==> src/rtl/hovalaag_driver.sv <==
`default_nettype none
// ============================================================================
// hovalaag_driver : host-side bus master that serialises one instruction and
// its IN1/IN2 operands onto the wrapper pins, fires one EXEC, reads results.
// Optional debug read-back of A-D enabled by defining HOV_DRV_DEBUG_EN.
// Revision: 1.0
// ============================================================================
module hovalaag_driver #(
  parameter int HOLD_CYCLES = 1
) (
  input  logic        clk,
  input  logic        reset_n,
  input  logic        i_start,
  input  logic [31:0] i_instr,
  input  logic [11:0] i_in1,
  input  logic [11:0] i_in2,
  output logic [9:0]  o_addr,
  output logic [5:0]  o_io_in,
  input  logic [7:0]  i_io_out,
  output logic        o_busy,
  output logic        o_done,
  output logic [3:0]  o_status,
  output logic [7:0]  o_pc,
  output logic [11:0] o_out
`ifdef HOV_DRV_DEBUG_EN
  ,
  output logic [7:0]  o_dbg_a,
  output logic [7:0]  o_dbg_b,
  output logic [7:0]  o_dbg_c,
  output logic [7:0]  o_dbg_d
`endif
);

  localparam logic [3:0] c_HOLD_RELOAD = 4'(HOLD_CYCLES - 1);
  localparam logic [4:0] c_EXEC_IDX    = 5'd9;
`ifdef HOV_DRV_DEBUG_EN
  localparam logic [4:0] c_LAST_IDX    = 5'd16;
`else
  localparam logic [4:0] c_LAST_IDX    = 5'd12;
`endif

  typedef enum logic [1:0] {
    S_IDLE  = 2'd0,
    S_PHASE = 2'd1,
    S_DONE  = 2'd2
  } state_t;

  // 1-hot wrapper select for each phase index.
  function automatic logic [9:0] f_phase_addr(input logic [4:0] idx);
    logic [9:0] a;
    a = '0;
    case (idx)
      5'd0, 5'd1, 5'd2, 5'd3, 5'd4: a = 10'd1 << idx;
      5'd5, 5'd10:                  a = 10'h040;
      5'd6, 5'd11:                  a = 10'h080;
      5'd7, 5'd12:                  a = 10'h100;
      5'd8:                         a = 10'h200;
      5'd9:                         a = 10'h020;
`ifdef HOV_DRV_DEBUG_EN
      5'd13, 5'd14, 5'd15, 5'd16:   a = 10'd1 << (idx - 5'd13);
`endif
      default:                      a = '0;
    endcase
    return a;
  endfunction

  function automatic logic [5:0] f_phase_data(input logic [4:0]  idx,
                                              input logic [31:0] instr,
                                              input logic [11:0] in1,
                                              input logic [11:0] in2);
    logic [5:0] d;
    d = '0;
    case (idx)
      5'd0:         d = instr[5:0];
      5'd1:         d = instr[11:6];
      5'd2:         d = instr[17:12];
      5'd3:         d = instr[23:18];
      5'd4:         d = instr[29:24];
      5'd5, 5'd10:  d = in1[5:0];
      5'd6, 5'd11:  d = in1[11:6];
      5'd7, 5'd12:  d = in2[5:0];
      5'd8:         d = in2[11:6];
      5'd9:         d = {4'b0000, instr[31:30]};
`ifdef HOV_DRV_DEBUG_EN
      5'd13:        d = instr[5:0];
      5'd14:        d = instr[11:6];
      5'd15:        d = instr[17:12];
      5'd16:        d = instr[23:18];
`endif
      default:      d = '0;
    endcase
    return d;
  endfunction

  state_t      r_state;
  logic [4:0]  r_idx;
  logic [3:0]  r_hold;
  logic [31:0] r_instr;
  logic [11:0] r_in1;
  logic [11:0] r_in2;
  logic [9:0]  r_addr;
  logic [5:0]  r_io_in;
  logic        r_busy;
  logic        r_done;
  logic [3:0]  r_status;
  logic [7:0]  r_pc;
  logic [11:0] r_out;
  logic [3:0]  r_stg_status;
  logic [7:0]  r_stg_pc;
  logic [7:0]  r_stg_out_lo;
`ifdef HOV_DRV_DEBUG_EN
  logic [3:0]  r_stg_out_hi;
  logic [7:0]  r_stg_dbg_a;
  logic [7:0]  r_stg_dbg_b;
  logic [7:0]  r_stg_dbg_c;
  logic [7:0]  r_dbg_a;
  logic [7:0]  r_dbg_b;
  logic [7:0]  r_dbg_c;
  logic [7:0]  r_dbg_d;
`endif

  logic [4:0] w_next_idx;
  assign w_next_idx = r_idx + 5'd1;

  always_ff @(posedge clk or negedge reset_n) begin
    if (!reset_n) begin
      r_state      <= S_IDLE;
      r_idx        <= '0;
      r_hold       <= '0;
      r_instr      <= '0;
      r_in1        <= '0;
      r_in2        <= '0;
      r_addr       <= '0;
      r_io_in      <= '0;
      r_busy       <= 1'b0;
      r_done       <= 1'b0;
      r_status     <= '0;
      r_pc         <= '0;
      r_out        <= '0;
      r_stg_status <= '0;
      r_stg_pc     <= '0;
      r_stg_out_lo <= '0;
`ifdef HOV_DRV_DEBUG_EN
      r_stg_out_hi <= '0;
      r_stg_dbg_a  <= '0;
      r_stg_dbg_b  <= '0;
      r_stg_dbg_c  <= '0;
      r_dbg_a      <= '0;
      r_dbg_b      <= '0;
      r_dbg_c      <= '0;
      r_dbg_d      <= '0;
`endif
    end else begin
      case (r_state)
        S_IDLE, S_DONE: begin
          r_done <= 1'b0;
          if (i_start) begin
            r_state <= S_PHASE;
            r_busy  <= 1'b1;
            r_idx   <= '0;
            r_hold  <= c_HOLD_RELOAD;
            r_instr <= i_instr;
            r_in1   <= i_in1;
            r_in2   <= i_in2;
            r_addr  <= f_phase_addr(5'd0);
            r_io_in <= f_phase_data(5'd0, i_instr, i_in1, i_in2);
          end else begin
            r_state <= S_IDLE;
            r_addr  <= '0;
            r_io_in <= '0;
          end
        end
        S_PHASE: begin
          if (r_hold != 4'd0) begin
            r_hold <= r_hold - 4'd1;
          end else begin
            // Last edge of the phase: capture read-back data into staging.
            case (r_idx)
              5'd9:  r_stg_status <= i_io_out[3:0];
              5'd10: r_stg_pc     <= i_io_out;
              5'd11: r_stg_out_lo <= i_io_out;
`ifdef HOV_DRV_DEBUG_EN
              5'd12: r_stg_out_hi <= i_io_out[3:0];
              5'd13: r_stg_dbg_a  <= i_io_out;
              5'd14: r_stg_dbg_b  <= i_io_out;
              5'd15: r_stg_dbg_c  <= i_io_out;
`endif
              default: ;
            endcase
            if (r_idx == c_LAST_IDX) begin
              r_state  <= S_DONE;
              r_busy   <= 1'b0;
              r_done   <= 1'b1;
              r_addr   <= '0;
              r_io_in  <= '0;
              r_status <= r_stg_status;
              r_pc     <= r_stg_pc;
`ifdef HOV_DRV_DEBUG_EN
              r_out    <= {r_stg_out_hi, r_stg_out_lo};
              r_dbg_a  <= r_stg_dbg_a;
              r_dbg_b  <= r_stg_dbg_b;
              r_dbg_c  <= r_stg_dbg_c;
              r_dbg_d  <= i_io_out;
`else
              r_out    <= {i_io_out[3:0], r_stg_out_lo};
`endif
            end else begin
              r_idx   <= w_next_idx;
              // EXEC gates the CPU clock, so it never stretches.
              r_hold  <= (w_next_idx == c_EXEC_IDX) ? 4'd0 : c_HOLD_RELOAD;
              r_addr  <= f_phase_addr(w_next_idx);
              r_io_in <= f_phase_data(w_next_idx, r_instr, r_in1, r_in2);
            end
          end
        end
        default: begin
          r_state <= S_IDLE;
          r_busy  <= 1'b0;
          r_done  <= 1'b0;
          r_addr  <= '0;
          r_io_in <= '0;
        end
      endcase
    end
  end

  assign o_addr   = r_addr;
  assign o_io_in  = r_io_in;
  assign o_busy   = r_busy;
  assign o_done   = r_done;
  assign o_status = r_status;
  assign o_pc     = r_pc;
  assign o_out    = r_out;
`ifdef HOV_DRV_DEBUG_EN
  assign o_dbg_a  = r_dbg_a;
  assign o_dbg_b  = r_dbg_b;
  assign o_dbg_c  = r_dbg_c;
  assign o_dbg_d  = r_dbg_d;
`endif

endmodule
`default_nettype wire

==> config.mk <==
export PLATFORM = sky130hd
export DESIGN_NAME = hovalaag_driver
export DESIGN_NICKNAME = d
export VERILOG_FILES = /design/src/rtl/hovalaag_driver.sv
export SDC_FILE = /design/constraint.sdc
export NUM_CORES = 1
export LEC_CHECK = 0
export ABC_AREA = 1
export BUFFER_PORTS_ARGS = -buffer_cell sky130_fd_sc_hd__buf_2
export CORE_ASPECT_RATIO = 0.8
export CORE_MARGIN = 2
export CORE_UTILIZATION = 35
export CTS_CLUSTER_SIZE = 12
export DETAILED_ROUTE_END_ITERATION = 8
export PLACE_DENSITY = 0.52
export SLEW_MARGIN = 15
export SYNTH_ARGS = -nofsm -noshare
export SYNTH_HDL_FRONTEND = slang
export SYNTH_SLANG_ARGS = --single-unit
==> constraint.sdc <==
create_clock -name clk -period 3.9 [get_ports clk]
set_input_delay 0.195 -clock clk [delete_from_list [all_inputs] [get_ports clk]]
set_output_delay 0.195 -clock clk [all_outputs]
set_load 0.02 [all_outputs]
# Yosys cells after proc, flatten, opt, wreduce, memory -nomap -nowiden
# Index checks and enable logic that the tools add are counted.
[totals]
reg_bits = 129
inputBits = 67
output_inout_bits = 42
word_cells = 90
[op_classes]
n_addsub = 2
n_eq_ne = 23
shifts = 1
n_mux = 29
n_bitwise = 1
reduce_logical = 18
[ops]
columns = ["op", "n"]
rows = [
  ["one-hot mux 10 bit (6 select lines)", 1],
  ["one-hot mux 6 bit (10 select lines)", 1],
  ["equality test 5 x 4 -> 1 bit (second input constant)", 9],
  ["equality test 5 x 3 -> 1 bit (second input constant)", 4],
  ["2-to-1 mux 10 bit", 2],
  ["one-hot mux 10 bit (2 select lines)", 1],
  ["2-to-1 mux 6 bit", 3],
  ["AND reduction 3 bit", 6],
  ["2-to-1 mux 5 bit", 3],
  ["2-to-1 mux 4 bit", 3],
  ["one-hot mux 6 bit (2 select lines)", 1],
  ["equality test 5 x 2 -> 1 bit (second input constant)", 2],
  ["one-hot mux 5 bit (2 select lines)", 1],
  ["left shift 1 x 5 -> 10 bit (first input constant)", 1],
  ["2-to-1 mux 1 bit", 8],
  ["!= test 2 bit (second input constant)", 4],
  ["one-hot mux 4 bit (2 select lines)", 1],
  ["OR reduction 2 bit", 4],
  ["adder 5 x 1 -> 5 bit (second input constant)", 1],
  ["equality test 5 x 1 -> 1 bit (second input constant)", 1],
  ["logical NOT 5 bit", 1],
  ["OR reduction 5 bit", 1],
  ["2-to-1 mux 2 bit", 2],
  ["one-hot mux 2 bit (2 select lines)", 1],
  ["other kinds (11)", 12],
]

# Depth between registers and ports, before layout
# Gate-level depths: netlist of run 1.
[logic_depth]
depth_word = 7
mapped_depth = 16

# Worst setup path before layout of run 1
# Ideal clock, no wire load.
[synth_path]
path_kind = "flip-flop to flip-flop"
from = "reg r_idx[0]"
to = "reg r_io_in[5], in the netlist o_io_in[5]"
setup_ns = 0.117
arrival_ns = 1.794
path_slack_ns = 1.990
path_stages_with_launch = 15
n_path_buf = 0
synth_period_minus_slack_ns = 1.910
cell_sequence = "dfrtp_1 ha_1 nand3_2 nand2_1 nand2_4 nand3_1 nand2_1 nor2_4 nand2_4 nor2_4 nor2_8 nand2_1 nand2_1 nand2_1 nand2_1"
[synth_via]
elab_chain_cells = 7
elab_cells_between_ends = 22
classes_between = "add/sub (1); eq/ne (13); mux (4); reduce/logical (4)"
[synth_rtl]
columns = ["item", "line", "rtl"]
rows = [
  ["start, declared", "96", "logic [4:0] r_idx;"],
  ["start signal, assigned", "208", "r_idx <= w_next_idx;"],
  ["adder 5 x 1 -> 5 bit", "123", "assign w_next_idx = r_idx + 5'd1;"],
  ["equality test 5 x 3 -> 1 bit or equality test 5 x 4 -> 1 bit (tied branches)", "73", "case (idx)"],
  ["OR reduction 2 bit", "73", ""],
  ["one-hot mux 6 bit (10 select lines)", "73", ""],
  ["2-to-1 mux 6 bit (*)", "190", "if (r_idx == c_LAST_IDX) begin"],
  ["2-to-1 mux 6 bit (*)", "174", "if (r_hold != 4'd0) begin"],
  ["one-hot mux 6 bit (2 select lines) (*)", "154", "case (r_state)"],
  ["end signal, assigned", "166", "r_io_in <= f_phase_data(5'd0, i_instr, i_in1, i_in2);"],
  ["end signal, assigned", "212", "r_io_in <= f_phase_data(w_next_idx, r_instr, r_in1, r_in2);"],
  ["end, declared", "102", "logic [5:0] r_io_in;"],
]
# Every way passes the cells marked *; elsewhere a longest branch is shown, timed or not. The select of a mux whose other input is x is not followed.
# A chain may end at the register's enable or synchronous reset.

# Final worst setup path of run 1
[layout_path]
from = "reg r_hold[0]"
to = "reg r_addr[0], in the netlist o_addr[0]"
[layout_via]
elab_chain_cells = 2
[layout_rtl]
columns = ["item", "line", "rtl"]
rows = [
  ["start, declared", "97", "logic [3:0] r_hold;"],
  ["start signal, assigned", "161", "r_hold <= c_HOLD_RELOAD;"],
  ["start signal, assigned", "175", "r_hold <= r_hold - 4'd1;"],
  ["start signal, assigned", "210", "r_hold <= (w_next_idx == c_EXEC_IDX) ? 4'd0 : c_HOLD_RELOAD;"],
  ["nonzero test 4 bit", "174", ""],
  ["!= test 2 bit (no source line)", "-", ""],
  ["end signal, assigned", "165", "r_addr <= f_phase_addr(5'd0);"],
  ["end signal, assigned", "211", "r_addr <= f_phase_addr(w_next_idx);"],
  ["end, declared", "101", "logic [9:0] r_addr;"],
]
# Every way passes these cells.

==> flow_summary.ini, run 1 <==
[outcome]
outcome = completed

[grt]
grtUsageTotal = 0.1915
grt_max_degree = 84
grt_pass1_wl_mm = 26.22
gr-total-overflow = 0
grt_pass1_vias = 5007
antenna_found_initial = 0

[power_and_ir_drop]
power.density_nw_per_um2 = 690.1
p_total_uw = 5359
p_seq_frac = 0.355
pwr-share-comb = 0.317
p_int_uw = 3440
leakage_uw = 0.004120
p_switching_uw = 1919
clockPowerShare = 0.328
irDropWorstVdd_v = 0.0003065
swShare = 0.3581

[logic_synthesis]
synth_cells = 698
synth_xor_area_frac = 0
seq_area_frac_synth = 0.5482
synthArstFlopShare = 1.000
syn_avg_cell_area_um2 = 8.371
yosysMostFrequentCell = nand2_1
synth_edf_count = 0
synth_common_cells = 313 x nand2_1, 128 x dfrtp_1, 50 x inv_1, 50 x o21ai_0, 28 x nor2_1
yosys_warnings = 0
synth_simple_gate_area_frac = 0.3137
synth-seq-cells = 128
synthMuxAreaShare = 0
synth_nets = 772
synthAdderAreaFrac = 0.01499
ys.flop_type = dfrtp_1
synth_area_leaders = dfrtp_1 55%, nand2_1 20%, o21ai_0 4.3%
synth_compound_area_frac = 0.07302
synth_top_family_by_area = simple AND/OR/NAND/NOR gates
synth_cell_types = 29
synth_area_um2 = 5843
synth_area_leader_cell = dfrtp_1
synth_top_area_share = 0.5482

[worst_setup_path]
cp-start-kind = register
cp.required_ps = 4260
worstSetupEndpointType = register
crit_type = reg -> reg
worstPathMaxFanout = 19
worst_ep_arrival_time_ps = 2630

[clock_tree]
h-tree-depth = 4
cts_resized = 0
clk_latency_ps = 420
cts_tree = yes
cts-hold-fix-buffers = 48
cts_sinks = 128
cts_root_buf = clkbuf_16
cts_setup_buffers = 0
cts_buffers = 17
clk_pin_slew_ps = 60
cts_max_path_buffers = 2

[floorplan]
rows = 42
die-area_um2 = 17750
initial_core_util = 0.3552
core_area_um2 = 16450
die_h_um = 119.6
io-pin-count = 109
die_w_um = 148.5

[drt]
vias_per_cell = 4.613
routed_wirelength_mm = 16.07
num_vias = 5033
first_pass_iters = 5
drc = 0
antenna_left = 0
wl_per_cell_um = 14.73
drtIter0Drc = 343

[final_layout]
multiInputGateArea_um2 = 2347
fin_nets = 932
register_area_um2 = 3203
area_growth_pct = 32.91
fillers = 1639
post-route-util = 0.4722
drive_gt1_frac = 0.2227
num_antenna_cells = 0

[sta]
setup_viol = 0
tightest_slew_ps = 806.6
fin_crit_sh = 0.5812
rsz0062_at_grt = false
maxClockFrequency_mhz = 441.2
clock_skew_ps = 8.031
timing.final.max_slew_violations = 0
fin_setup_tns_ps = 0
min_period_ps = 2267
hold_violations = 0
relSlewSlack = 0.4623

[placement]
dp_hpwl_mm = 11.37
gp_routability_congestion = 0.8348
port_buffers = 108

[job]
drv_cap = 0

[min_path]
hold_class = in -> reg
## final cells by class
cell class                 instances  share of cell area
tap                              220             0.03544
multi-input combinational        493              0.3022
timing repair buffer             161              0.1390
clock buffer                      22             0.05977
sequential                       128              0.4124
clock inverter                    10             0.02352
inverter                          57             0.02755
## placed cells by master, fill, tap and decap left out, types with 2 or more instances in the layout
master         instances
nand2_1              313
dfrtp_1              128
buf_2                107
inv_1                 50
o21ai_0               50
dlygate4sd3_1         49
nor2_1                28
nand3_1               19
clkbuf_16             17
nand4_1               11
nand2_2               10
nand2_4                8
nor2_4                 8
inv_2                  7
o21ai_2                7
ha_1                   7
nand3_2                6
o22ai_1                6
bufinv_16              5
a21oi_1                4
nor2_2                 3
a31oi_1                3
clkbuf_1               3
clkinv_2               3
buf_4                  3
o21bai_2               2
nand3b_1               2
clkbuf_8               2
clkinv_4               2
## stage by stage
step,hold WS (ps),setup slack (ps),cells,cell area [µm²]
after floorplan,-100.6,1990,698,5843
final,8.997,1633,1091,7766
after global routing,1.089,1377,1091,7766
after detailed placement,393.6,1623,1010,6625
after global placement,392.5,1719,1010,6625
after CTS,0.07663,1616,1090,7752
## sequential cells by signal, summed over array words and instances (netlist names)
| name | count |
|---|---|
| o_addr | 10 |
| o_busy | 1 |
| o_io_in | 6 |
| o_out | 12 |
| o_pc | 8 |
| o_status | 4 |
| r_hold | 4 |
| r_idx | 5 |
| r_in1 | 12 |
| r_in2 | 12 |
| r_instr | 32 |
| r_state | 2 |
| r_stg_out_lo | 8 |
| r_stg_pc | 8 |
| r_stg_status | 4 |
## logic make-up after synthesis
| family | Yosys count |
|---|---|
| buf+inv | 77 |
| flops | 128 |
| simple gates | 412 |
| fa+ha+maj | 7 |
| compound gates | 74 |
## per-layer routing
layer,track usage,part of all wire,up-vias,wire length [µm]
li1,-,-,2514,-
met1,0.2735,0.48,2386,7755
met2,0.2833,0.45,121,7227
met3,0.06046,0.059,12,947
met4,0.04940,0.0084,0,135
met5,0,0,-,0
## critical path, cell delays in order (launching register included)
cell     delay (ps)
dfrtp_1         330
inv_1            80
ha_1            200
nand3_1         140
inv_1            90
nor2_4          390
inv_1           170
nand3_1         240
inv_2            50
nor2_2          270
o21ai_0         170
nand2_1          80
## final timing paths
| check | from | end | slack [ps] | depth (start not counted) |
|---|---|---|---|---|
| setup / recovery | r_hold[0]$_DFFE_PN0P_ | o_addr[0]$_DFFE_PN0N_ | 1630 | 11 |
| hold / removal | i_in2[4] | r_in2[4]$_DFFE_PN0P_ | 9 | 3 |
| setup reg to reg | r_hold[0]$_DFFE_PN0P_ | o_addr[0]$_DFFE_PN0N_ | 1630 | 11 |
| hold reg to reg | r_state[0]$_DFFE_PN0P_ | o_busy$_DFFE_PN0P_ | 460 | 1 |
| max in group asynchronous | reset_n | o_out[7]$_DFFE_PN0P_ | 2770 | 3 |
| min in group asynchronous | reset_n | o_pc[1]$_DFFE_PN0P_ | 390 | 2 |
## power by group through the flow
stage                     Clock (µW)  Sequential (µW)  Combinational [µW]
after floorplan                    0             1980                1090
after global placement             0             1920                1630
after detailed placement           0             1930                1660
after CTS                       1790             1910                1710
after global routing            1840             1950                1900
final                           1760             1900                1700
(Power assumes the default switching activity.)
==> run 2, diff against run 1 <==
- clock period: 3.9 -> 2.1 ns (I/O delays scaled with it)
==> flow_summary.ini, run 2 (same netlist as run 1, synthesis figures left out) <==
[drt]
drtIter0Drc = 344
wl_per_cell_um = 14.24
vias_per_cell = 4.544
first_pass_iters = 5
drc = 0
antenna_left = 0
routed_wirelength_mm = 16.04
num_vias = 5116

[sta]
setup_ws_ps = 56.12
maxClockFrequency_mhz = 489.3
setup_viol = 0
fin_crit_sh = 0.9733
hold_violations = 0
rsz0062_at_grt = true
clock_skew_ps = 10.55
min_period_ps = 2044
tightest_slew_ps = 506.4
fin_setup_tns_ps = 0
timing.final.max_slew_violations = 0
whs_ps = 29.66
relSlewSlack = 0.6624

[min_path]
hold_class = in -> reg
min_from = i_io_out[2]

[worst_setup_path]
worstPathMaxFanout = 6
reg2reg_depth = 11
reg2reg_from = r_idx[0]$_DFFE_PN0P_
crit_type = reg -> reg
r2r_end = o_io_in[1]$_DFFE_PN0N_
cp-startpoint = r_idx[0]$_DFFE_PN0P_
cp-start-kind = register
cp.required_ps = 2460
crit_end = o_io_in[1]$_DFFE_PN0N_
r2r_slack_ps = 60
worstSetupEndpointType = register
worst_ep_arrival_time_ps = 2400

[placement]
gp_routability_congestion = 0.8606
post-place-ws_ps = 0.3513
dp_hpwl_mm = 11.35
port_buffers = 108

[clock_tree]
h-tree-depth = 4
cts_root_buf = clkbuf_16
clk_latency_ps = 430
cts_tree = yes
clk_pin_slew_ps = 60
cts_buffers = 17
cts_max_path_buffers = 2
cts_sinks = 128

[grt]
gr-total-overflow = 0
grt_pass1_wl_mm = 25.47
antenna_found_initial = 0
use_met1 = 0.2771
grt.met3_usage = 0.04601
grt_max_degree = 58
grt_pass1_vias = 4916
grtUsageTotal = 0.1875
met2_usage = 0.2639
busiest_layer = met1

[final_layout]
regMostFlops = r_instr
drive_gt1_frac = 0.2594
largest_register_ffs = 32
num_antenna_cells = 0
final_common_cell = nand2_1
fin_nets = 967
area_growth_pct = 38.16
mostFrequentLayoutCells = 312 x nand2_1, 127 x dfrtp_1, 107 x buf_2

[floorplan]
die_w_um = 148.5
die_h_um = 119.6
die-area_um2 = 17750
initial_core_util = 0.3552
core_area_um2 = 16450
rows = 42
io-pin-count = 109

[power_and_ir_drop]
p_switching_uw = 3778
p_seq_frac = 0.351
clockPowerShare = 0.286
pwr-share-comb = 0.363
leakage_uw = 0.004250
power.density_nw_per_um2 = 1244
irDropWorstVdd_v = 0.0005822
swShare = 0.3763
p_int_uw = 6261

[job]
drv_cap = 0

[outcome]
outcome = completed
==> run 2: cell types whose count changed in the layout (fill, tap and decap cells not counted), sizes merged <==
| cell | change |
|---|---|
| inv | +5 |
| dlygate4sd3 | +12 |
| bufinv | -4 |
| clkbuf | -3 |
| clkinv | -1 |
| buf | +23 |
| clkinvlp | +3 |
==> run 2: layer usage <==
metal / routed length (µm) / up-vias / share of wire
met1: 8047 / 2397 / 0.50
met5: 0 / - / 0
met2: 6944 / 115 / 0.43
met3: 751 / 23 / 0.047
li1: - / 2581 / -
met4: 291 / 0 / 0.018
==> run 2: area by class of cell <==
class | instances | area [µm²]
fill | 1549 | 8376
sequential | 128 | 3204
multi-input combinational | 493 | 2412
timing repair buffer | 196 | 1381
clock buffer | 19 | 452.9
tap | 220 | 275.3
inverter | 57 | 219.0
clock inverter | 13 | 127.6
==> run 2: power groups by stage <==
| stage | clock network [µW] | logic, µW | registers [µW] |
|---|---|---|---|
| 2_1_floorplan | 0 | 2020 | 3670 |
| 3_3_place_gp | 0 | 3160 | 3540 |
| 3_5_place_dp | 0 | 3200 | 3540 |
| 4_1_cts | 2930 | 3310 | 3510 |
| 5_1_grt | 3050 | 4030 | 3600 |
| 6_report | 2870 | 3650 | 3520 |
==> run 2: worst min path at each step <==
stage | to | cells past startpoint
2_1_floorplan | o_addr[0]$_DFFE_PN0N_ | 0
3_3_place_gp | o_pc[1]$_DFFE_PN0P_ | 1
3_5_place_dp | o_pc[1]$_DFFE_PN0P_ | 1
4_1_cts | r_stg_status[2]$_DFFE_PN0P_ | 3
5_1_grt | r_stg_out_lo[0]$_DFFE_PN0P_ | 3
6_report | r_stg_status[2]$_DFFE_PN0P_ | 3
==> run 2: through the flow <==
step / power (µW) / util / cell area [µm²] / std cells
final: 10040 / 0.4908 / 8073 / 1126
after global routing: 10680 / 0.4908 / 8073 / 1126
after CTS: 9747 / 0.4827 / 7939 / 1119
after detailed placement: 6745 / 0.4101 / 6745 / 1026
after global placement: 6694 / 0.4101 / 6745 / 1026
after floorplan: 5695 / - / 5843 / 698
==> run 2: critical path, stage by stage, from the launching register on <==
cell and delay, ps:
dfrtp_1 410, buf_4 170, inv_2 80, ha_2 180, inv_1 80, nor2_2 140, nand3_2 120, buf_4 160
o221ai_1 330, nor3_2 70, buf_4 140, o21bai_2 90
==> run 2: timing repair <==
action,4_1_cts,5_1_grt
hold buffers,61,0
pin swaps,0,5
setup endpoints to repair,1,23
resized for setup,1,23
endpoints found under the hold margin,101,0
setup buffers,0,7
